$ cat config.mk
export PLATFORM = sky130hd
export DESIGN_NAME = icache_fetch_stage_flat
export DESIGN_NICKNAME = d
export VERILOG_FILES = /design/src/rtl/icache_fetch_stage_if.sv /design/src/rtl/icache_fetch_stage.sv /design/src/flat_wrapper.sv
export SDC_FILE = /design/constraint.sdc
export NUM_CORES = 1
export LEC_CHECK = 0
export ABC_CLOCK_PERIOD_IN_PS = 5200
export CORE_AREA = 2 2 416 418
export DETAILED_ROUTE_END_ITERATION = 8
export DIE_AREA = 0 0 418 420
export GPL_TIMING_DRIVEN = 0
export PLACE_DENSITY = 0.3
export SLEW_MARGIN = 25
export SYNTH_ARGS = -nofsm -noshare
export SYNTH_HDL_FRONTEND = slang
export SYNTH_SLANG_ARGS = --single-unit
$ cat constraint.sdc
create_clock -name i_clk -period 5.2 [get_ports i_clk]
set_input_delay 1.3 -clock i_clk [delete_from_list [all_inputs] [get_ports i_clk]]
set_output_delay 1.3 -clock i_clk [all_outputs]
set_load 0.03 [all_outputs]
$ cat src/rtl/icache_fetch_stage_if.sv
// Fetch-stage bus bundle: PC requests, cache-array read/fill ports, memory line fetch, instruction output.
// With ICACHE_FETCH_PERF_EN defined, the hit/miss counters are carried as well.
interface icache_fetch_stage_if #(
  parameter int ASSOC      = 4,
  parameter int SETS       = 64,
  parameter int LINE_BYTES = 16,
  parameter int PC_WIDTH   = 32
);
  localparam int OFF_W  = $clog2(LINE_BYTES);
  localparam int IDX_W  = $clog2(SETS);
  localparam int TAG_W  = PC_WIDTH - IDX_W - OFF_W;
  localparam int LINE_W = 8 * LINE_BYTES;
  localparam int WAY_W  = (ASSOC > 1) ? $clog2(ASSOC) : 1;

  logic [PC_WIDTH-1:0]     i_pc;
  logic                    i_pc_valid;
  logic                    o_stall;
  logic                    i_flush;
  logic                    o_cache_read;
  logic [PC_WIDTH-1:0]     o_cache_pc;
  logic [ASSOC-1:0]        i_tag_valid;
  logic [ASSOC*TAG_W-1:0]  i_tag;
  logic [ASSOC*LINE_W-1:0] i_data;
  logic                    o_instr_valid;
  logic [31:0]             o_instr;
  logic [PC_WIDTH-1:0]     o_instr_pc;
  logic                    o_mem_req;
  logic [PC_WIDTH-1:0]     o_mem_addr;
  logic                    i_mem_ack;
  logic [LINE_W-1:0]       i_mem_line;
  logic                    o_fill_en;
  logic [WAY_W-1:0]        o_fill_way;
  logic [IDX_W-1:0]        o_fill_set;
  logic [TAG_W-1:0]        o_fill_tag;
  logic [LINE_W-1:0]       o_fill_line;
`ifdef ICACHE_FETCH_PERF_EN
  logic [31:0]             o_hit_cnt;
  logic [31:0]             o_miss_cnt;
`endif

  // Fetch stage side.
  modport slave (
    input  i_pc, i_pc_valid, i_flush, i_tag_valid, i_tag, i_data, i_mem_ack, i_mem_line,
    output o_stall, o_cache_read, o_cache_pc, o_instr_valid, o_instr, o_instr_pc,
           o_mem_req, o_mem_addr, o_fill_en, o_fill_way, o_fill_set, o_fill_tag, o_fill_line
`ifdef ICACHE_FETCH_PERF_EN
   ,output o_hit_cnt, o_miss_cnt
`endif
  );

  // Surrounding pipeline, arrays and memory side.
  modport master (
    output i_pc, i_pc_valid, i_flush, i_tag_valid, i_tag, i_data, i_mem_ack, i_mem_line,
    input  o_stall, o_cache_read, o_cache_pc, o_instr_valid, o_instr, o_instr_pc,
           o_mem_req, o_mem_addr, o_fill_en, o_fill_way, o_fill_set, o_fill_tag, o_fill_line
`ifdef ICACHE_FETCH_PERF_EN
   ,input  o_hit_cnt, o_miss_cnt
`endif
  );
endinterface

$ cat src/rtl/icache_fetch_stage.sv
// Instruction-cache fetch stage: set read, next-cycle tag compare, miss fetch/fill/replay.
// Optional hit/miss counters are enabled with ICACHE_FETCH_PERF_EN.
module icache_fetch_stage #(
  parameter int ASSOC      = 4,
  parameter int SETS       = 64,
  parameter int LINE_BYTES = 16,
  parameter int PC_WIDTH   = 32
) (
  input  logic                  i_clk,
  input  logic                  i_rst,
  icache_fetch_stage_if.slave   bus
);
  localparam int OFF_W  = $clog2(LINE_BYTES);
  localparam int IDX_W  = $clog2(SETS);
  localparam int TAG_W  = PC_WIDTH - IDX_W - OFF_W;
  localparam int LINE_W = 8 * LINE_BYTES;
  localparam int WAY_W  = (ASSOC > 1) ? $clog2(ASSOC) : 1;
  localparam int WORDS  = LINE_BYTES / 4;
  localparam int WSEL_W = (WORDS > 1) ? $clog2(WORDS) : 1;

  typedef enum logic [2:0] {
    ST_IDLE, ST_RUN, ST_MISS_REQ, ST_DRAIN, ST_FILL, ST_REPLAY
  } state_t;

  state_t              state_q, state_d;
  logic                cmp_valid_q;
  logic [PC_WIDTH-1:0] cmp_pc_q;
  logic [WAY_W-1:0]    victim_q;
  logic                victim_rr_q;
  logic [WAY_W-1:0]    rr_ptr_q;
  logic [LINE_W-1:0]   line_q;

  logic [IDX_W-1:0]    cmp_idx;
  logic [TAG_W-1:0]    cmp_tag;
  logic [WSEL_W-1:0]   word_sel;
  logic                hit;
  logic [LINE_W-1:0]   hit_line;
  logic [WORDS-1:0][31:0] hit_words;
  logic                inv_found;
  logic [WAY_W-1:0]    inv_way;
  logic [WAY_W-1:0]    victim;

  logic in_lookup, cmp_live, cmp_hit, cmp_miss, stall, accept, replay_rd;

  assign cmp_idx  = cmp_pc_q[OFF_W+IDX_W-1:OFF_W];
  assign cmp_tag  = cmp_pc_q[PC_WIDTH-1:OFF_W+IDX_W];
  assign word_sel = (WORDS > 1) ? cmp_pc_q[2 +: WSEL_W] : '0;

  // Scan from the top way down so the lowest matching / invalid way is the one kept.
  always_comb begin
    // NOTE: every always_comb output gets a default first, so no path can infer a latch.
    hit       = 1'b0;
    hit_line  = '0;
    inv_found = 1'b0;
    inv_way   = '0;
    for (int w = ASSOC - 1; w >= 0; w--) begin
      if (bus.i_tag_valid[w] && (bus.i_tag[w*TAG_W +: TAG_W] == cmp_tag)) begin
        hit      = 1'b1;
        hit_line = bus.i_data[w*LINE_W +: LINE_W];
      end
      if (!bus.i_tag_valid[w]) begin
        inv_found = 1'b1;
        inv_way   = WAY_W'(w);
      end
    end
  end

  assign hit_words = hit_line;
  assign victim    = inv_found ? inv_way : rr_ptr_q;

  assign in_lookup = (state_q == ST_IDLE) || (state_q == ST_RUN);
  assign cmp_live  = cmp_valid_q && in_lookup && !bus.i_flush;
  assign cmp_hit   = cmp_live && hit;
  assign cmp_miss  = cmp_live && !hit;
  assign stall     = !in_lookup || cmp_miss;
  assign accept    = bus.i_pc_valid && !stall && !bus.i_flush;
  assign replay_rd = (state_q == ST_REPLAY) && !bus.i_flush;

  assign bus.o_stall       = stall;
  assign bus.o_cache_read  = accept || replay_rd;
  assign bus.o_cache_pc    = accept ? bus.i_pc : (replay_rd ? cmp_pc_q : '0);
  assign bus.o_instr_valid = cmp_hit;
  assign bus.o_instr       = cmp_hit ? hit_words[word_sel] : '0;
  assign bus.o_instr_pc    = cmp_hit ? cmp_pc_q : '0;
  assign bus.o_mem_req     = (state_q == ST_MISS_REQ) || (state_q == ST_DRAIN);
  assign bus.o_mem_addr    = bus.o_mem_req ? {cmp_pc_q[PC_WIDTH-1:OFF_W], {OFF_W{1'b0}}} : '0;
  assign bus.o_fill_en     = (state_q == ST_FILL);
  assign bus.o_fill_way    = bus.o_fill_en ? victim_q : '0;
  assign bus.o_fill_set    = bus.o_fill_en ? cmp_idx : '0;
  assign bus.o_fill_tag    = bus.o_fill_en ? cmp_tag : '0;
  assign bus.o_fill_line   = bus.o_fill_en ? line_q : '0;

  always_comb begin
    state_d = state_q;
    unique case (state_q)
      ST_IDLE, ST_RUN: begin
        if (bus.i_flush)   state_d = ST_IDLE;
        else if (cmp_miss) state_d = ST_MISS_REQ;
        else if (accept)   state_d = ST_RUN;
      end
      // A flushed miss still owns the outstanding memory request until its ack.
      ST_MISS_REQ: begin
        if (bus.i_flush)        state_d = bus.i_mem_ack ? ST_IDLE : ST_DRAIN;
        else if (bus.i_mem_ack) state_d = ST_FILL;
      end
      ST_DRAIN:  if (bus.i_mem_ack) state_d = ST_IDLE;
      ST_FILL:   state_d = bus.i_flush ? ST_IDLE : ST_REPLAY;
      ST_REPLAY: state_d = bus.i_flush ? ST_IDLE : ST_RUN;
      default:   state_d = ST_IDLE;
    endcase
  end

  always_ff @(posedge i_clk) begin
    // NOTE: reset is synchronous: it is sampled on the clock edge like any other input.
    if (i_rst) begin
      state_q     <= ST_IDLE;
      cmp_valid_q <= 1'b0;
      cmp_pc_q    <= '0;
      victim_q    <= '0;
      victim_rr_q <= 1'b0;
      rr_ptr_q    <= '0;
      line_q      <= '0;
    end else begin
      // NOTE: non-blocking assignments so every register here sees pre-edge values.
      state_q     <= state_d;
      cmp_valid_q <= accept || replay_rd;
      if (accept) cmp_pc_q <= bus.i_pc;
      if (cmp_miss) begin
        victim_q    <= victim;
        victim_rr_q <= !inv_found;
      end
      if ((state_q == ST_MISS_REQ) && bus.i_mem_ack) line_q <= bus.i_mem_line;
      if ((state_q == ST_FILL) && victim_rr_q)
        rr_ptr_q <= (rr_ptr_q == WAY_W'(ASSOC - 1)) ? '0 : rr_ptr_q + 1'b1;
    end
  end

`ifdef ICACHE_FETCH_PERF_EN
  logic        cmp_replay_q;
  logic [31:0] hit_cnt_q, miss_cnt_q;

  // Replay hits complete a miss that was already counted, so they are excluded.
  always_ff @(posedge i_clk) begin
    if (i_rst) begin
      cmp_replay_q <= 1'b0;
      hit_cnt_q    <= '0;
      miss_cnt_q   <= '0;
    end else begin
      cmp_replay_q <= replay_rd;
      if (cmp_hit && !cmp_replay_q)                         hit_cnt_q  <= hit_cnt_q + 32'd1;
      if ((state_q != ST_MISS_REQ) && (state_d == ST_MISS_REQ)) miss_cnt_q <= miss_cnt_q + 32'd1;
    end
  end

  assign bus.o_hit_cnt  = hit_cnt_q;
  assign bus.o_miss_cnt = miss_cnt_q;
`endif

endmodule
$ cat src/flat_wrapper.sv
// flat-port wrapper written by rule: the top's interface ports become plain ports
module icache_fetch_stage_flat 
#(
  parameter int ASSOC      = 4,
  parameter int SETS       = 64,
  parameter int LINE_BYTES = 16,
  parameter int PC_WIDTH   = 32
)
  (i_clk, i_rst, bus_i_pc, bus_i_pc_valid, bus_i_flush, bus_i_tag_valid, bus_i_tag, bus_i_data, bus_i_mem_ack, bus_i_mem_line, bus_o_stall, bus_o_cache_read, bus_o_cache_pc, bus_o_instr_valid, bus_o_instr, bus_o_instr_pc, bus_o_mem_req, bus_o_mem_addr, bus_o_fill_en, bus_o_fill_way, bus_o_fill_set, bus_o_fill_tag, bus_o_fill_line);
  icache_fetch_stage_if #(.ASSOC(ASSOC), .SETS(SETS), .LINE_BYTES(LINE_BYTES), .PC_WIDTH(PC_WIDTH)) bus_i ();
  input  logic i_clk;
  input  logic i_rst;
  input wire logic [$bits(bus_i.i_pc)-1:0] bus_i_pc;
  input wire logic [$bits(bus_i.i_pc_valid)-1:0] bus_i_pc_valid;
  input wire logic [$bits(bus_i.i_flush)-1:0] bus_i_flush;
  input wire logic [$bits(bus_i.i_tag_valid)-1:0] bus_i_tag_valid;
  input wire logic [$bits(bus_i.i_tag)-1:0] bus_i_tag;
  input wire logic [$bits(bus_i.i_data)-1:0] bus_i_data;
  input wire logic [$bits(bus_i.i_mem_ack)-1:0] bus_i_mem_ack;
  input wire logic [$bits(bus_i.i_mem_line)-1:0] bus_i_mem_line;
  output wire logic [$bits(bus_i.o_stall)-1:0] bus_o_stall;
  output wire logic [$bits(bus_i.o_cache_read)-1:0] bus_o_cache_read;
  output wire logic [$bits(bus_i.o_cache_pc)-1:0] bus_o_cache_pc;
  output wire logic [$bits(bus_i.o_instr_valid)-1:0] bus_o_instr_valid;
  output wire logic [$bits(bus_i.o_instr)-1:0] bus_o_instr;
  output wire logic [$bits(bus_i.o_instr_pc)-1:0] bus_o_instr_pc;
  output wire logic [$bits(bus_i.o_mem_req)-1:0] bus_o_mem_req;
  output wire logic [$bits(bus_i.o_mem_addr)-1:0] bus_o_mem_addr;
  output wire logic [$bits(bus_i.o_fill_en)-1:0] bus_o_fill_en;
  output wire logic [$bits(bus_i.o_fill_way)-1:0] bus_o_fill_way;
  output wire logic [$bits(bus_i.o_fill_set)-1:0] bus_o_fill_set;
  output wire logic [$bits(bus_i.o_fill_tag)-1:0] bus_o_fill_tag;
  output wire logic [$bits(bus_i.o_fill_line)-1:0] bus_o_fill_line;
  assign bus_i.i_pc = bus_i_pc;
  assign bus_i.i_pc_valid = bus_i_pc_valid;
  assign bus_i.i_flush = bus_i_flush;
  assign bus_i.i_tag_valid = bus_i_tag_valid;
  assign bus_i.i_tag = bus_i_tag;
  assign bus_i.i_data = bus_i_data;
  assign bus_i.i_mem_ack = bus_i_mem_ack;
  assign bus_i.i_mem_line = bus_i_mem_line;
  assign bus_o_stall = bus_i.o_stall;
  assign bus_o_cache_read = bus_i.o_cache_read;
  assign bus_o_cache_pc = bus_i.o_cache_pc;
  assign bus_o_instr_valid = bus_i.o_instr_valid;
  assign bus_o_instr = bus_i.o_instr;
  assign bus_o_instr_pc = bus_i.o_instr_pc;
  assign bus_o_mem_req = bus_i.o_mem_req;
  assign bus_o_mem_addr = bus_i.o_mem_addr;
  assign bus_o_fill_en = bus_i.o_fill_en;
  assign bus_o_fill_way = bus_i.o_fill_way;
  assign bus_o_fill_set = bus_i.o_fill_set;
  assign bus_o_fill_tag = bus_i.o_fill_tag;
  assign bus_o_fill_line = bus_i.o_fill_line;
  icache_fetch_stage #(.ASSOC(ASSOC), .SETS(SETS), .LINE_BYTES(LINE_BYTES), .PC_WIDTH(PC_WIDTH)) u_core (.i_clk(i_clk), .i_rst(i_rst), .bus(bus_i));
endmodule
# Word-level counts from Yosys, hierarchy flattened
# Cells that the tools add are included.
# totals
wordCells,86
in_bits,769
out_inout_bits,291
reg_bits,169
# classes
n_eq_ne,13
magnitude_cmp,1
add_sub_neg,1
mux,39
n_reduce_logical,25
# ops
op,n
2-to-1 mux 128 bit,5
2-to-1 mux 32 bit,6
== test 22 bit,4
binary-select mux 32 bit (select 2 bit),1
2-to-1 mux 22 bit,1
2-to-1 mux 3 bit,7
2-to-1 mux 2 bit,8
case mux 3 bit (5 select lines),1
logical AND 1 bit,13
2-to-1 mux 1 bit,9
== test 3 x 2 -> 1 bit (second input constant),2
== test 3 bit (second input constant),2
2-to-1 mux 6 bit,1
logical NOT 1 bit,5
logical OR 1 bit,4
inequality test 4 x 2 -> 1 bit (second input constant),1
== test 3 x 1 -> 1 bit (second input constant),1
logical NOT 3 bit,1
less-than comparator 2 x 3 -> 1 bit (second input constant),1
inequality test 3 bit (second input constant),1
AND reduction 3 bit,1
adder 2 x 1 -> 2 bit (second input constant),1
== test 2 bit (second input constant),1
inequality test 2 bit (second input constant),1
OR reduction 2 bit,1

# Longest topological paths before layout
# Gate-level depths: netlist of the first run.
# logic_depth
ltp_word,16
depth_mapped,12
mapped_depth_nobuf,8

# Worst setup path after synthesis of the first run
# No wires, ideal clock.
# synth_path
kind,input to output
from,input port bus_i_tag[69]
to,output port bus_o_instr[25]
slack_ns,0.041
n_path_buf,2
path_stages,10
t_required_ns,3.900
arrival_ns,3.859
cell_sequence,xor2_1 nand4bb_1 or4_1 a2111oi_4 buf_4 buf_4 a221oi_1 o21ai_1 o21ai_1 nor3_1
# synth_via
elab_chain_len,9
word_cells_on_any_way,14
classes_between,eq/ne (1); mux (11); reduce/logical (2)
# synth_rtl
element,line_no,text
"start, declared",flat_wrapper.sv:17,input wire logic [$bits(bus_i.i_tag)-1:0] bus_i_tag;
== test 22 bit (*),icache_fetch_stage.sv:57,if (bus.i_tag_valid[w] && (bus.i_tag[w*TAG_W +: TAG_W] == cmp_tag)) begin
logical AND 1 bit (*),icache_fetch_stage.sv:57,
2-to-1 mux 128 bit (4 in a row),icache_fetch_stage.sv:57,
binary-select mux 32 bit (select 2 bit),icache_fetch_stage.sv:83,assign bus.o_instr = cmp_hit ? hit_words[word_sel] : '0;
2-to-1 mux 32 bit (not written as such),icache_fetch_stage.sv:83,
2-to-1 mux 32 bit (*),icache_fetch_stage.sv:83,
"end, declared",flat_wrapper.sv:25,output wire logic [$bits(bus_i.o_instr)-1:0] bus_o_instr;
# Mark *: on every way between the ends. The rest lies on a longest branch, timed or not. The select of a mux whose other input is x is not followed.

# Worst setup path after layout of the first run
# layout_path
from,input port bus_i_tag[45]
to,output port bus_o_instr[7]
# layout_via
elab_chain_len,8
word_cells_on_any_way,12
classes_between,eq/ne (1); mux (9); reduce/logical (2)
# layout_rtl
element,line_no
== test 22 bit (*),icache_fetch_stage.sv:57
logical AND 1 bit (*),icache_fetch_stage.sv:57
2-to-1 mux 128 bit (3 in a row),icache_fetch_stage.sv:57
binary-select mux 32 bit (select 2 bit),icache_fetch_stage.sv:83
2-to-1 mux 32 bit (not written as such),icache_fetch_stage.sv:83
2-to-1 mux 32 bit (*),icache_fetch_stage.sv:83
# Marked as above.

==> summary.txt, run 1 <==
Worst hold path
  • HP Class: reg -> reg
  • Hold Path Origin: u_core.line_q[87]$_SDFFE_PP0P_
  • Hold Path Depth: 2
  • Hold Crit Endpoint: u_core.line_q[87]$_SDFFE_PP0P_

Global route
  • Gr usage total: 16.85%
  • Total congestion overflow: 0
  • Largest net degree at the start of global routing: 17
  • Vias in the first global route: 20.26k
  • First-pass GRT wire length: 197700 um
  • Number of antenna violations at the first check in global routing: 43

Floorplan
  • Die Y: 420 um
  • Core area: 0.1710 mm2
  • Die W: 418 um
  • Starting Density: 7.711%
  • I/O Pins: 1060
  • FP Rows: 152
  • Area of the die: 0.1756 mm2

Timing
  • Max-slew headroom: 38.19%
  • Final WS setup: -265.4 ps
  • Pins Over Slew Limit: 0
  • Setup TNS: -5924 ps
  • Final hold vios: 0
  • Min Hold Slack: 448.4 ps
  • Final setup violation count: 32
  • RSZ-0062 raised after global routing: yes
  • Slew @ Worst Pin: 927.2 ps
  • Final min period: 5465 ps
  • Max Fclk: 183.0 MHz
  • Worst clock skew: 14.09 ps
  • Tcrit/Tclk final: 105.1%

Worst setup path
  • Crit path capture type: primary output
  • Reg-to-reg startpoint: u_core.cmp_pc_q[24]$_SDFFE_PP0P_
  • Crit path launch type: primary input
  • Critical path class: in -> out
  • Worst EP arrival: 4170 ps
  • R2r worst-path depth: 15
  • Crit path required time: 3900 ps
  • Flop2flop setup slack: 1700 ps
  • CP max FO: 7
  • R2R Path End: u_core.cmp_pc_q[5]$_SDFFE_PP0P_

Yosys
  • Synthesized flop and latch total: 169
  • Mapped Area: 0.01318 mm2
  • Main synth FF type: dfxtp_1
  • Post-synth EDFFs: 0
  • Mapped Cells: 1871
  • Asr flop ratio synth: 0%
  • Seq/Total Area, Yosys: 25.66%
  • Yosys warning count: 0
  • Mean post-synth cell area: 7.046 um2
  • Post-synth cell types: 56

Run status
  • Status: finished with violations
  • Failing checks: negative setup slack

Power and ir drop
  • Clock Power Share: 35.3%
  • Internal power consumption: 0.002895 W
  • Comb pwr share: 32.6%
  • Pwr dens: 132.2 mW/mm2
  • Switching Share: 30.05%
  • Net switching power: 0.001243 W
  • Worst vdd ir: 0.2437 mV
  • Lkg Pwr: 11.03 nW
  • Sequential power share: 32.0%

Route
  • Via count: 19.68k
  • Avg WL per Cell: 28.89 um
  • Post-route ant nets: 0
  • DRC: 0
  • DRT Wirelength: 155500 um
  • DRT Pass-1 Iters: 7
  • Vias per std cell: 3.657
  • Iteration-0 DRC Markers: 1038

Place
  • IO Port Bufs: 1054
  • Final weighted congestion in routability-driven placement: 0.8641
  • Dpl hpwl: 130300 um

Layout
  • Layout Nets: 3889
  • Most frequent cells in the layout: 869 x clkdlybuf4s50_1, 313 x nand2_1, 217 x and2_1
  • Most common cell after layout, fill and taps aside: clkdlybuf4s50_1
  • Synth-to-Final Area Change: 137.5%
  • Util after Layout: 18.31%
  • Layout cells sized above 1: 24.36%

Run
  • Max Cap Viol: 0

CTS
  • Clock Root Buffer: clkbuf_16
  • Clock insertion delay at the later pin of the skew report: 500 ps
  • Clk slew on worst S/H paths: 70 ps
  • Clock buffer depth: 2
  • CTS Hold Bufs: 0
  • CTS Buf Count: 17
  • CTS sink cnt: 169
  • CTS tree: built
  • CTS H-Tree Depth: 4
[area by class of cell]
cell class                      instances  area, um2
Fill cell                           19260     139700
Clock buffer                           20      466.7
Tap cell                             2233       2794
Antenna cell                           16      40.04
Buffer                                201       1516
Sequential cell                       169       3383
Clock inverter                         12      161.4
Multi-Input combinational cell       1496      10980
Timing Repair Buffer                 1230      11960
Inverter                                4      15.01
[state kept, by name, indices dropped and copies added (netlist names)]
register and flops:
u_core.cmp_valid_q 1, u_core.state_q 3, u_core.rr_ptr_q 2, u_core.victim_rr_q 1, u_core.victim_q 2, u_core.cmp_pc_q 32, u_core.line_q 128
[repair_timing]
action / CTS / global route
endpoints found under the setup margin: 159 / 98
gates resized for setup: 1146 / 241
gates cloned: 5 / 1
setup buffers: 134 / 29
pin swaps: 131 / 109
[power by group through the flow]
stage	Combinational, W	Clock, W	Sequential [W]
final	0.00135	0.00146	0.00133
after global routing	0.00141	0.00159	0.00133
after CTS	0.00130	0.00155	0.00133
after detailed placement	0.00113	0	0.00136
after global placement	0.00113	0	0.00136
after floorplan	0.000279	0	0.00135
[through the flow]
step           cells  instance area [um2]  setup slack [ps]  power (W)
2_1_floorplan   1874                13200             41.27   0.001631
3_3_place_gp    5161                26540             -3991   0.002484
3_5_place_dp    5169                26700             -3514   0.002482
4_1_cts         5338                30490            -334.2   0.004174
5_1_grt         5378                31310            -322.3   0.004325
6_report        5381                31310            -265.4   0.004138
[worst max path at each step]
stage	end	slack, ps	startpoint
6_report	bus_o_instr[7]	-270	bus_i_tag[45]
3_5_place_dp	bus_o_instr[12]	-3510	bus_i_tag[58]
4_1_cts	bus_o_instr[12]	-330	bus_i_tag[70]
2_1_floorplan	bus_o_instr[25]	40	bus_i_tag[69]
3_3_place_gp	bus_o_instr[0]	-3990	bus_i_tag[27]
5_1_grt	bus_o_instr[0]	-320	u_core.cmp_pc_q[24]$_SDFFE_PP0P_
[cell usage after synthesis, drive strengths merged (3+ instances only)]
master	instances	area share [%]
a31oi	10	0.47
inv	4	0.11
a221oi	98	6.5
buf	59	2.4
xnor2	46	3.1
nand2	320	9.1
and3	8	0.38
a32oi	7	0.47
a2bb2oi	12	0.80
nor2b	4	0.19
nand3	46	1.7
xor2	42	2.8
nand4	22	1.0
a21oi	170	6.5
a22o	32	2.1
o21ai	136	5.2
nor3	23	0.91
or2	3	0.14
o221ai	7	0.47
mux2	32	2.7
o32ai	17	1.1
nor3b	3	0.21
nor2	109	3.1
clkbuf	146	4.2
a22oi	9	0.51
mux2i	47	3.6
dfxtp	169	26
a211oi	10	0.57
nor4	12	0.57
a311oi	8	0.53
o211ai	12	0.68
nand3b	7	0.40
or3	3	0.14
and2	220	10
[cells by family (layout without fill, tap and decap cells)]
group | count (synthesis) | count (layout) | synth area share (%)
XOR/XNOR | 88 | 88 | 5.846
AND/OR/NAND/NOR | 788 | 788 | 28.91
adder cells (fa/ha/maj) | 1 | 1 | 0.09489
flip-flops | 169 | 169 | 25.66
multiplexers | 79 | 79 | 6.302
buffers and inverters | 209 | 1467 | 6.624
AO/OA/AOI/OAI | 536 | 536 | 26.54
other | 1 | 20 | 0.02844
[per-layer routing]
| metal | up-vias | share of wire [%] | track usage (%) |
|---|---|---|---|
| li1 | 9137 | - | - |
| met1 | 9497 | 38 | 19.01 |
| met2 | 846 | 53 | 31.73 |
| met3 | 175 | 6.1 | 3.854 |
| met4 | 22 | 2.0 | 3.843 |
| met5 | - | 0.090 | 0 |
[critical path, stage by stage]
cell       delay [ps]
buf_8             100
xnor2_4           170
nand4_1           230
nor4_4            450
clkbuf_8          210
a2111oi_4          60
buf_6             150
buf_12            150
buf_12            150
buf_12            140
buf_12            130
a221oi_4          220
o21ai_2           140
a2bb2oi_2         220
nand2_2           140
buf_6             170
Note: power is estimated with default switching activity, not from simulation.
==> run 2, diff against run 1 <==
--- a/config.mk
+++ b/config.mk
@@ -5,10 +5,11 @@
 export SDC_FILE = /design/constraint.sdc
 export NUM_CORES = 1
 export LEC_CHECK = 0
+export ABC_AREA = 1
 export ABC_CLOCK_PERIOD_IN_PS = 5200
-export CORE_AREA = 2 2 416 418
+export CORE_AREA = 2 2 419 421
 export DETAILED_ROUTE_END_ITERATION = 8
-export DIE_AREA = 0 0 418 420
+export DIE_AREA = 0 0 421 423
 export GPL_TIMING_DRIVEN = 0
 export PLACE_DENSITY = 0.3
 export SLEW_MARGIN = 25
==> run 2 against run 1 <==
  * The run now ends clean
  * Synthesized cell count increased by 62%
  * Die area increased by 1.4%
  * Register-to-register slack improved by 450 ps
  * Final area increased by 3.5%
  * Setup slack improved by 390 ps
  * Wire length increased by 1.5%
  * Sequential power about the same
  * Via count increased by 19%
  * Critical path depth increased by 2
  * Sequential cell count unchanged
  * Worst hold slack improved by 4.8 ps
  * Critical path type unchanged
  * Largest power group is now registers
==> summary.txt, run 2 <==
Timing
  • Worst clock skew: 14.73 ps (+0.6414 ps)
  • Final hold vios: 0 (unchanged)
  • Slew @ Worst Pin: 986.7 ps (+59.47 ps)
  • Max-slew headroom: 34.22% (-4.0 points)
  • Tcrit/Tclk final: 97.66% (-7.4 points)
  • Pins Over Slew Limit: 0 (unchanged)
  • Final setup violation count: 0 (-100%)
  • Min Hold Slack: 453.2 ps (+4.787 ps)
  • Max Fclk: 196.9 MHz (+7.6%)
  • Final min period: 5078 ps (-386.9 ps)

Layout
  • Max reg flops: 128 (unchanged)
  • Most frequent cells in the layout: 868 x nand2_1, 867 x clkdlybuf4s50_1, 536 x nor2_1
  • Layout cells sized above 1: 15.68% (-8.7 points)
  • Multi-input gate area: 0.01099 mm2 (+0.14%)
  • Layout Nets: 4942 (+27%)
  • Top flop regs: u_core.line_q: 128 flops, u_core.cmp_pc_q: 32 flops, u_core.state_q: 3 flops
  • Util after Layout: 18.71% (+0.40 points)
  • Filler Cell Count: 20.25k (+5.1%)
  • Synth-to-Final Area Change: 110.0%
  • Register name with the most flops: u_core.line_q
  • Most common cell after layout, fill and taps aside: nand2_1
  • FF/Latch Area: 0.003395 mm2 (+0.33%)

Yosys
  • Yosys top cell by area: nand2_1
  • Top cells by count, synth: 1002 x nand2_1, 583 x nor2_1, 322 x inv_1
  • Cell with the most instances after synthesis: nand2_1
  • Mapped Cells: 3026 (+62%)
  • Post-synth EDFFs: 0 (unchanged)
  • Synthesized flop and latch total: 169 (unchanged)
  • Asr flop ratio synth: 0% (unchanged)
  • Synth area leaders: nand2_1 24%, dfxtp_1 22%, nor2_1 14%, a21oi_1 10%, inv_1 7.8%
  • Main synth FF type: dfxtp_1
  • Yosys warning count: 0 (unchanged)
  • Mapped Area: 0.01544 mm2 (+17%)
  • Mean post-synth cell area: 5.103 um2 (-28%)
  • Synth top area share: 24.36% (-1.3 points)
  • Seq/Total Area, Yosys: 21.91% (-3.8 points)
  • Post-synth cell types: 37 (-34%)

Route
  • Post-route ant nets: 0 (unchanged)
  • DR top layer: met5
  • Via count: 23.48k (+19%)
  • Vias per std cell: 3.594 (-1.7%)
  • Met3 wire len: 9539 um (+0.37%)
  • Metal-1 WL: 54400 um (-8.7%)
  • Iteration-0 DRC Markers: 1129 (+8.8%)
  • Avg WL per Cell: 24.14 um (-16%)
  • DRT Wirelength: 157700 um (+1.5%)
  • DRT Pass-1 Iters: 5 (-2)
  • DRC: 0 (unchanged)
  • DR WL met2: 89240 um (+7.4%)

Place
  • Dpl hpwl: 135200 um (+3.8%)
  • IO Port Bufs: 1055 (+0.095%)
  • Final weighted congestion in routability-driven placement: 0.9033 (+4.5%)

Floorplan
  • Die W: 421 um (+0.72%)
  • FP Rows: 153 (+0.66%)
  • I/O Pins: 1060 (unchanged)
  • Die Y: 423 um (+0.71%)
  • Area of the die: 0.1781 mm2 (+1.4%)
  • Starting Density: 8.913% (+1.2 points)
  • Core area: 0.1732 mm2 (+1.3%)

Worst hold path
  • Hold Path Origin: u_core.line_q[36]$_SDFFE_PP0P_
  • Hold Path Depth: 2 (unchanged)
  • Hold Crit Endpoint: u_core.line_q[36]$_SDFFE_PP0P_
  • HP Class: reg -> reg

CTS
  • CTS H-Tree Depth: 4 (unchanged)
  • Clock Root Buffer: clkbuf_16
  • Clock buffer depth: 2 (unchanged)
  • CTS tree: built
  • Clock insertion delay at the later pin of the skew report: 490 ps (about the same)
  • CTS sink cnt: 169 (unchanged)
  • Clk slew on worst S/H paths: 80 ps (about the same)
  • CTS Buf Count: 17 (unchanged)

Run
  • Max Cap Viol: 0 (unchanged)

Worst setup path
  • Critical Path Stages: 18 (+2)
  • Reg-to-reg startpoint: u_core.cmp_pc_q[17]$_SDFFE_PP0P_
  • Flop2flop setup slack: 2150 ps (+450 ps)
  • Max stage delay on crit path: 540 ps (+90 ps)
  • Slowest stage cell, crit path: clkdlybuf4s50_1
  • Crit path max-delay family: buffers and inverters
  • Most frequent CP cell: nand2_2
  • Crit path launch type: primary input
  • R2r worst-path depth: 16 (+1)
  • Worst EP arrival: 3780 ps (-390 ps)
  • Critical path buffers and inverters: 7 (-1)
  • Critical path class: in -> out
  • Crit path capture type: primary output
  • Crit path required time: 3900 ps (about the same)
  • R2R Path End: u_core.cmp_pc_q[29]$_SDFFE_PP0P_
  • CP Cell Sequence: clkdlybuf4s50_1 -> xnor2_2 -> nand3_2 -> nor2_4 -> nand3_4 -> buf_6 -> buf_12 -> clkinv_16 -> clkbuf_16 -> nor3_4 -> nor2_2 -> nand2_2 -> nand2_2 -> nand3_1 -> nand2_2 -> nand2_1 -> inv_2 -> buf_6
  • CP max FO: 8 (+1)

Power and ir drop
  • Pwr dens: 121.7 mW/mm2 (-7.9%)
  • Worst vdd ir: 0.2663 mV (+9.2%)
  • Lkg Pwr: 13.31 nW (+21%)

Global route
  • Vias in the first global route: 23.67k (+17%)
  • Number of antenna violations at the first check in global routing: 70 (+63%)
  • Gr usage total: 16.89% (+0.035 points)
  • Largest net degree at the start of global routing: 17 (unchanged)
  • Total congestion overflow: 0 (unchanged)
  • First-pass GRT wire length: 206700 um (+4.6%)

Run status
  • Status: finished, final reports clean
run 2: power by group:
part	switching, W	internal (W)
clock	0.000644	0.000698
combinational	0.000574	0.000670
sequential	0.0000355	0.00132
run 2: how the worst max path moves through the flow:
stage,endpoint,slack [ps],start
after floorplan,bus_o_cache_pc[3],780,bus_i_tag[47]
after global placement,bus_o_instr[11],-1920,bus_i_tag[28]
after detailed placement,bus_o_instr[11],-1890,bus_i_tag[27]
after CTS,bus_o_instr[30],-70,bus_i_tag[42]
after global routing,bus_o_instr[18],-0.3,bus_i_tag[46]
final,bus_o_instr[14],120,bus_i_tag[21]
run 2: final cells by class:
cell class | count | share of cell area [%]
antenna | 25 | 0.1930
clock inverter | 9 | 0.2740
timing repair buffer | 1126 | 35.76
clock buffer | 22 | 1.463
multi-input combinational | 2313 | 33.90
sequential | 169 | 10.47
tap | 2325 | 8.973
inverter | 352 | 4.284
buffer | 193 | 4.685
run 2: cells by family after synthesis:
family                   Yosys count  share of synthesized area (%)
AND/OR/NAND/NOR                 1781                          45.77
AO/OA/AOI/OAI                    511                          17.21
XOR/XNOR                          16                         0.9076
adder cells (fa/ha/maj)            1                        0.08102
flip-flops                       169                          21.91
buffers and inverters            547                          14.09
other                              1                        0.02429
run 2: timing repair:
action	CTS	global route
gates resized for setup	975	265
endpoints found under the setup margin	232	99
pin swaps	84	113
buffers inserted	51	5
hold buffers	0	0
cloned	9	6
run 2: layer usage:
metal / GRT usage (%) / vias to the layer above
li1: - / 11650
met1: 16.49 / 10820
met2: 34.46 / 801
met3: 4.296 / 190
met4: 4.347 / 26
met5: 0 / -
run 2: worst reg2reg max path, stage by stage (launching register included):
cell	delay [ps]
dfxtp_1	670
inv_2	270
nand2_1	170
nand2_2	80
nor2_2	130
nand2_1	70
nor2_2	140
nand3_4	190
nand2_4	140
nor2_4	40
buf_12	130
a21oi_4	170
nand3_4	110
buf_12	170
buf_2	190
nand2_1	150
a21oi_2	70
run 2: per-stage QoR:
stage | setup WS [ps] | instance area [um2] | instances | TNS [ps] | power [W]
floorplan | 780.2 | 15450 | 3029 | 0 | 0.001735
global placement | -1921 | 28920 | 6409 | -136160 | 0.002610
detailed placement | -1893 | 28960 | 6410 | -129620 | 0.002609
CTS | -70.34 | 31450 | 6499 | -866.9 | 0.004041
global route | -0.3491 | 32400 | 6527 | -0.3491 | 0.004161
finish | 121.6 | 32420 | 6534 | 0 | 0.003944
==> run 3, diff against run 2 <==
--- a/config.mk
+++ b/config.mk
@@ -6,7 +6,7 @@
 export NUM_CORES = 1
 export LEC_CHECK = 0
 export ABC_AREA = 1
-export ABC_CLOCK_PERIOD_IN_PS = 5200
+export ABC_CLOCK_PERIOD_IN_PS = 5800
 export CORE_AREA = 2 2 419 421
 export DETAILED_ROUTE_END_ITERATION = 8
 export DIE_AREA = 0 0 421 423
==> constraint.sdc (replaced) <==
create_clock -name i_clk -period 5.8 [get_ports i_clk]
set_input_delay 1.45 -clock i_clk [delete_from_list [all_inputs] [get_ports i_clk]]
set_output_delay 1.45 -clock i_clk [all_outputs]
set_load 0.03 [all_outputs]
==> run 3 against run 2 <==
  * Setup slack better by 37 ps
  * Register-to-register slack better by 380 ps
  * Critical path depth up 1
  * Final area down 6.5%
  * Clock skew about the same
  * Global-route usage down 0.19 points
  * Via count down 1.3%
  * Count of clock-buffer cells in the layout unchanged
  * Worst hold slack about the same
  * Wire length down 1.9%
  * Critical path type unchanged
  * Critical endpoint is now bus_o_instr[5]
  * Highest routed layer unchanged
==> summary.txt, run 3 (synthesized netlist as in run 2, its figures left out) <==
Run status
  • Status: finished, final reports clean

Worst setup path
  • Flop2flop setup slack: 2530 ps (+380 ps)
  • Crit path capture type: primary output
  • Crit path launch type: primary input
  • CP max FO: 10 (+2)
  • Crit path required time: 4350 ps (+450 ps)
  • Worst EP arrival: 4190 ps (+410 ps)
  • Critical path class: in -> out
  • CP Cell Sequence: clkdlybuf4s50_1 -> inv_1 -> nand2_1 -> nand2_1 -> nor2_1 -> nand2_1 -> nor2_2 -> nand3_4 -> inv_4 -> buf_4 -> a21oi_2 -> nand2_1 -> nand2_1 -> nand2_1 -> nand3_1 -> nand2_1 -> nand2_1 -> inv_1 -> clkbuf_4
  • Most frequent CP cell: nand2_1
  • Slowest stage cell, crit path: clkdlybuf4s50_1
  • Max stage delay on crit path: 530 ps (about the same)

Route
  • DRC: 0 (unchanged)
  • DRT Wirelength: 154800 um (-1.9%)
  • Post-route ant nets: 0 (unchanged)
  • DRT Pass-1 Iters: 8 (+3)
  • Iteration-0 DRC Markers: 1144 (+1.3%)
  • Avg WL per Cell: 23.86 um (-1.1%)
  • Via count: 23.17k (-1.3%)
  • Vias per std cell: 3.572 (-0.60%)

Place
  • IO Port Bufs: 1055 (unchanged)
  • Worst slack at placement: -1593 ps (+300.0 ps)
  • Final weighted congestion in routability-driven placement: 0.9033 (unchanged)
  • Dpl hpwl: 135200 um (unchanged)

Timing
  • Final WS setup: 158.5 ps (+36.92 ps)
  • Pins Over Slew Limit: 0 (unchanged)
  • Tcrit/Tclk final: 97.27%
  • Max Fclk: 177.3 MHz
  • RSZ-0062 raised after global routing: no
  • Final min period: 5642 ps
  • Max-slew headroom: 33.76% (-0.47 points)
  • Worst clock skew: 15.07 ps (+0.3350 ps)
  • Final setup violation count: 0 (unchanged)
  • Final hold vios: 0 (unchanged)
  • Slew @ Worst Pin: 993.7 ps (+7.004 ps)

Layout
  • Max reg flops: 128 (unchanged)
  • Most frequent cells in the layout: 979 x nand2_1, 949 x clkdlybuf4s50_1, 562 x nor2_1
  • Layout Nets: 4896 (-0.93%)
  • Synth-to-Final Area Change: 96.40%
  • Layout cells sized above 1: 9.087% (-6.6 points)
  • Most common cell after layout, fill and taps aside: nand2_1
  • Top flop regs: u_core.line_q: 128 flops, u_core.cmp_pc_q: 32 flops, u_core.state_q: 3 flops
  • Register name with the most flops: u_core.line_q
  • Filler Cell Count: 20.44k (+0.93%)
  • Util after Layout: 17.50% (-1.2 points)

CTS
  • Clk slew on worst S/H paths: 80 ps (about the same)
  • CTS sink cnt: 169 (unchanged)
  • Clock buffer depth: 2 (unchanged)
  • CTS tree: built
  • Clock insertion delay at the later pin of the skew report: 490 ps (about the same)
  • CTS Buf Count: 17 (unchanged)
  • Clock Root Buffer: clkbuf_16
  • CTS H-Tree Depth: 4 (unchanged)

Floorplan
  • Core area: 0.1732 mm2 (unchanged)
  • Die Y: 423 um (unchanged)
  • Die W: 421 um (unchanged)
  • Area of the die: 0.1781 mm2 (unchanged)
  • I/O Pins: 1060 (unchanged)
  • FP Rows: 153 (unchanged)
  • Starting Density: 8.913% (unchanged)

Global route
  • Total congestion overflow: 0 (unchanged)
  • Number of antenna violations at the first check in global routing: 48 (-31%)
  • Gr usage total: 16.70% (-0.19 points)
  • Vias in the first global route: 23.42k (-1.0%)
  • Largest net degree at the start of global routing: 17 (unchanged)
  • First-pass GRT wire length: 204400 um (-1.1%)

Power and ir drop
  • Pwr dens: 115.6 mW/mm2 (-5.0%)
  • Lkg Pwr: 12.45 nW (-6.5%)
  • Worst vdd ir: 0.2363 mV (-11%)

Worst hold path
  • HP Class: reg -> reg

Run
  • Max Cap Viol: 0 (unchanged)
-- run 3: cell types whose count changed in the layout (fill, tap and decap cells not counted), sizes merged, moves of 2 or more --
cell	change
inv	+4
clkdlybuf4s50	+82
dlygate4sd2	-8
clkdlybuf4s15	-27
diode	-2
clkbuf	+4
clkinv	-3
dlymetal6s2s	-39
buf	-59
-- run 3: report_power, final --
part           total [W]  internal, W  switching (W)
Sequential       0.00122      0.00119      0.0000305
Combinational    0.00109     0.000594       0.000491
Clock            0.00120     0.000626       0.000578
Total            0.00351      0.00241        0.00110
-- run 3: worst paths after layout --
path | startpoint | end | cells after the start
hold reg to reg | u_core.line_q[36]$_SDFFE_PP0P_ | u_core.line_q[36]$_SDFFE_PP0P_ | 2
setup / recovery | bus_i_tag[55] | bus_o_instr[5] | 19
setup reg to reg | u_core.cmp_pc_q[29]$_SDFFE_PP0P_ | u_core.cmp_pc_q[2]$_SDFFE_PP0P_ | 16
hold / removal | u_core.line_q[36]$_SDFFE_PP0P_ | u_core.line_q[36]$_SDFFE_PP0P_ | 2
-- run 3: layer usage --
layer,track usage (%),up-vias,wire length (um)
li1,-,11550,-
met1,16.49,10680,54140
met2,33.97,793,87890
met3,4.131,134,9268
met4,4.209,22,3354
met5,0,-,127
-- run 3: worst max-delay path: cells and delay by family --
family	cells	cell delay (ps)
buffers and inverters	6	1240
AOI/OAI and AO/OA	1	140
and+or+nand+nor	12	1340
-- run 3: cell type report --
type / count / area, um2 / area share [%]
sequential: 169 / 3385 / 11.16
clock buffer: 22 / 474.2 / 1.564
inverter: 352 / 1343 / 4.427
buffer: 191 / 1211 / 3.994
antenna: 23 / 57.56 / 0.1898
clock inverter: 9 / 88.84 / 0.2929
tap: 2325 / 2909 / 9.592
timing repair buffer: 1082 / 10630 / 35.05
multi-input combinational: 2313 / 10230 / 33.73
-- run 3: timing repair --
action                     CTS  global route
pin swaps                    8             9
buffers inserted            19             4
setup endpoints to repair  205            90
gates resized for setup    553           136
gates cloned                 3             0
hold buffers                 0             0
-- run 3: per-stage QoR --
step / hold WS (ps) / TNS (ps) / total power (W) / instance area [um2] / instances
2_1_floorplan: 430.0 / 0 / 0.001555 / 15450 / 3029
3_3_place_gp: 439.5 / -101390 / 0.002340 / 28920 / 6409
3_5_place_dp: 445.0 / -98980 / 0.002339 / 28960 / 6410
4_1_cts: 456.5 / 0 / 0.003605 / 30070 / 6461
5_1_grt: 468.7 / 0 / 0.003698 / 30320 / 6482
6_report: 453.2 / 0 / 0.003506 / 30330 / 6486
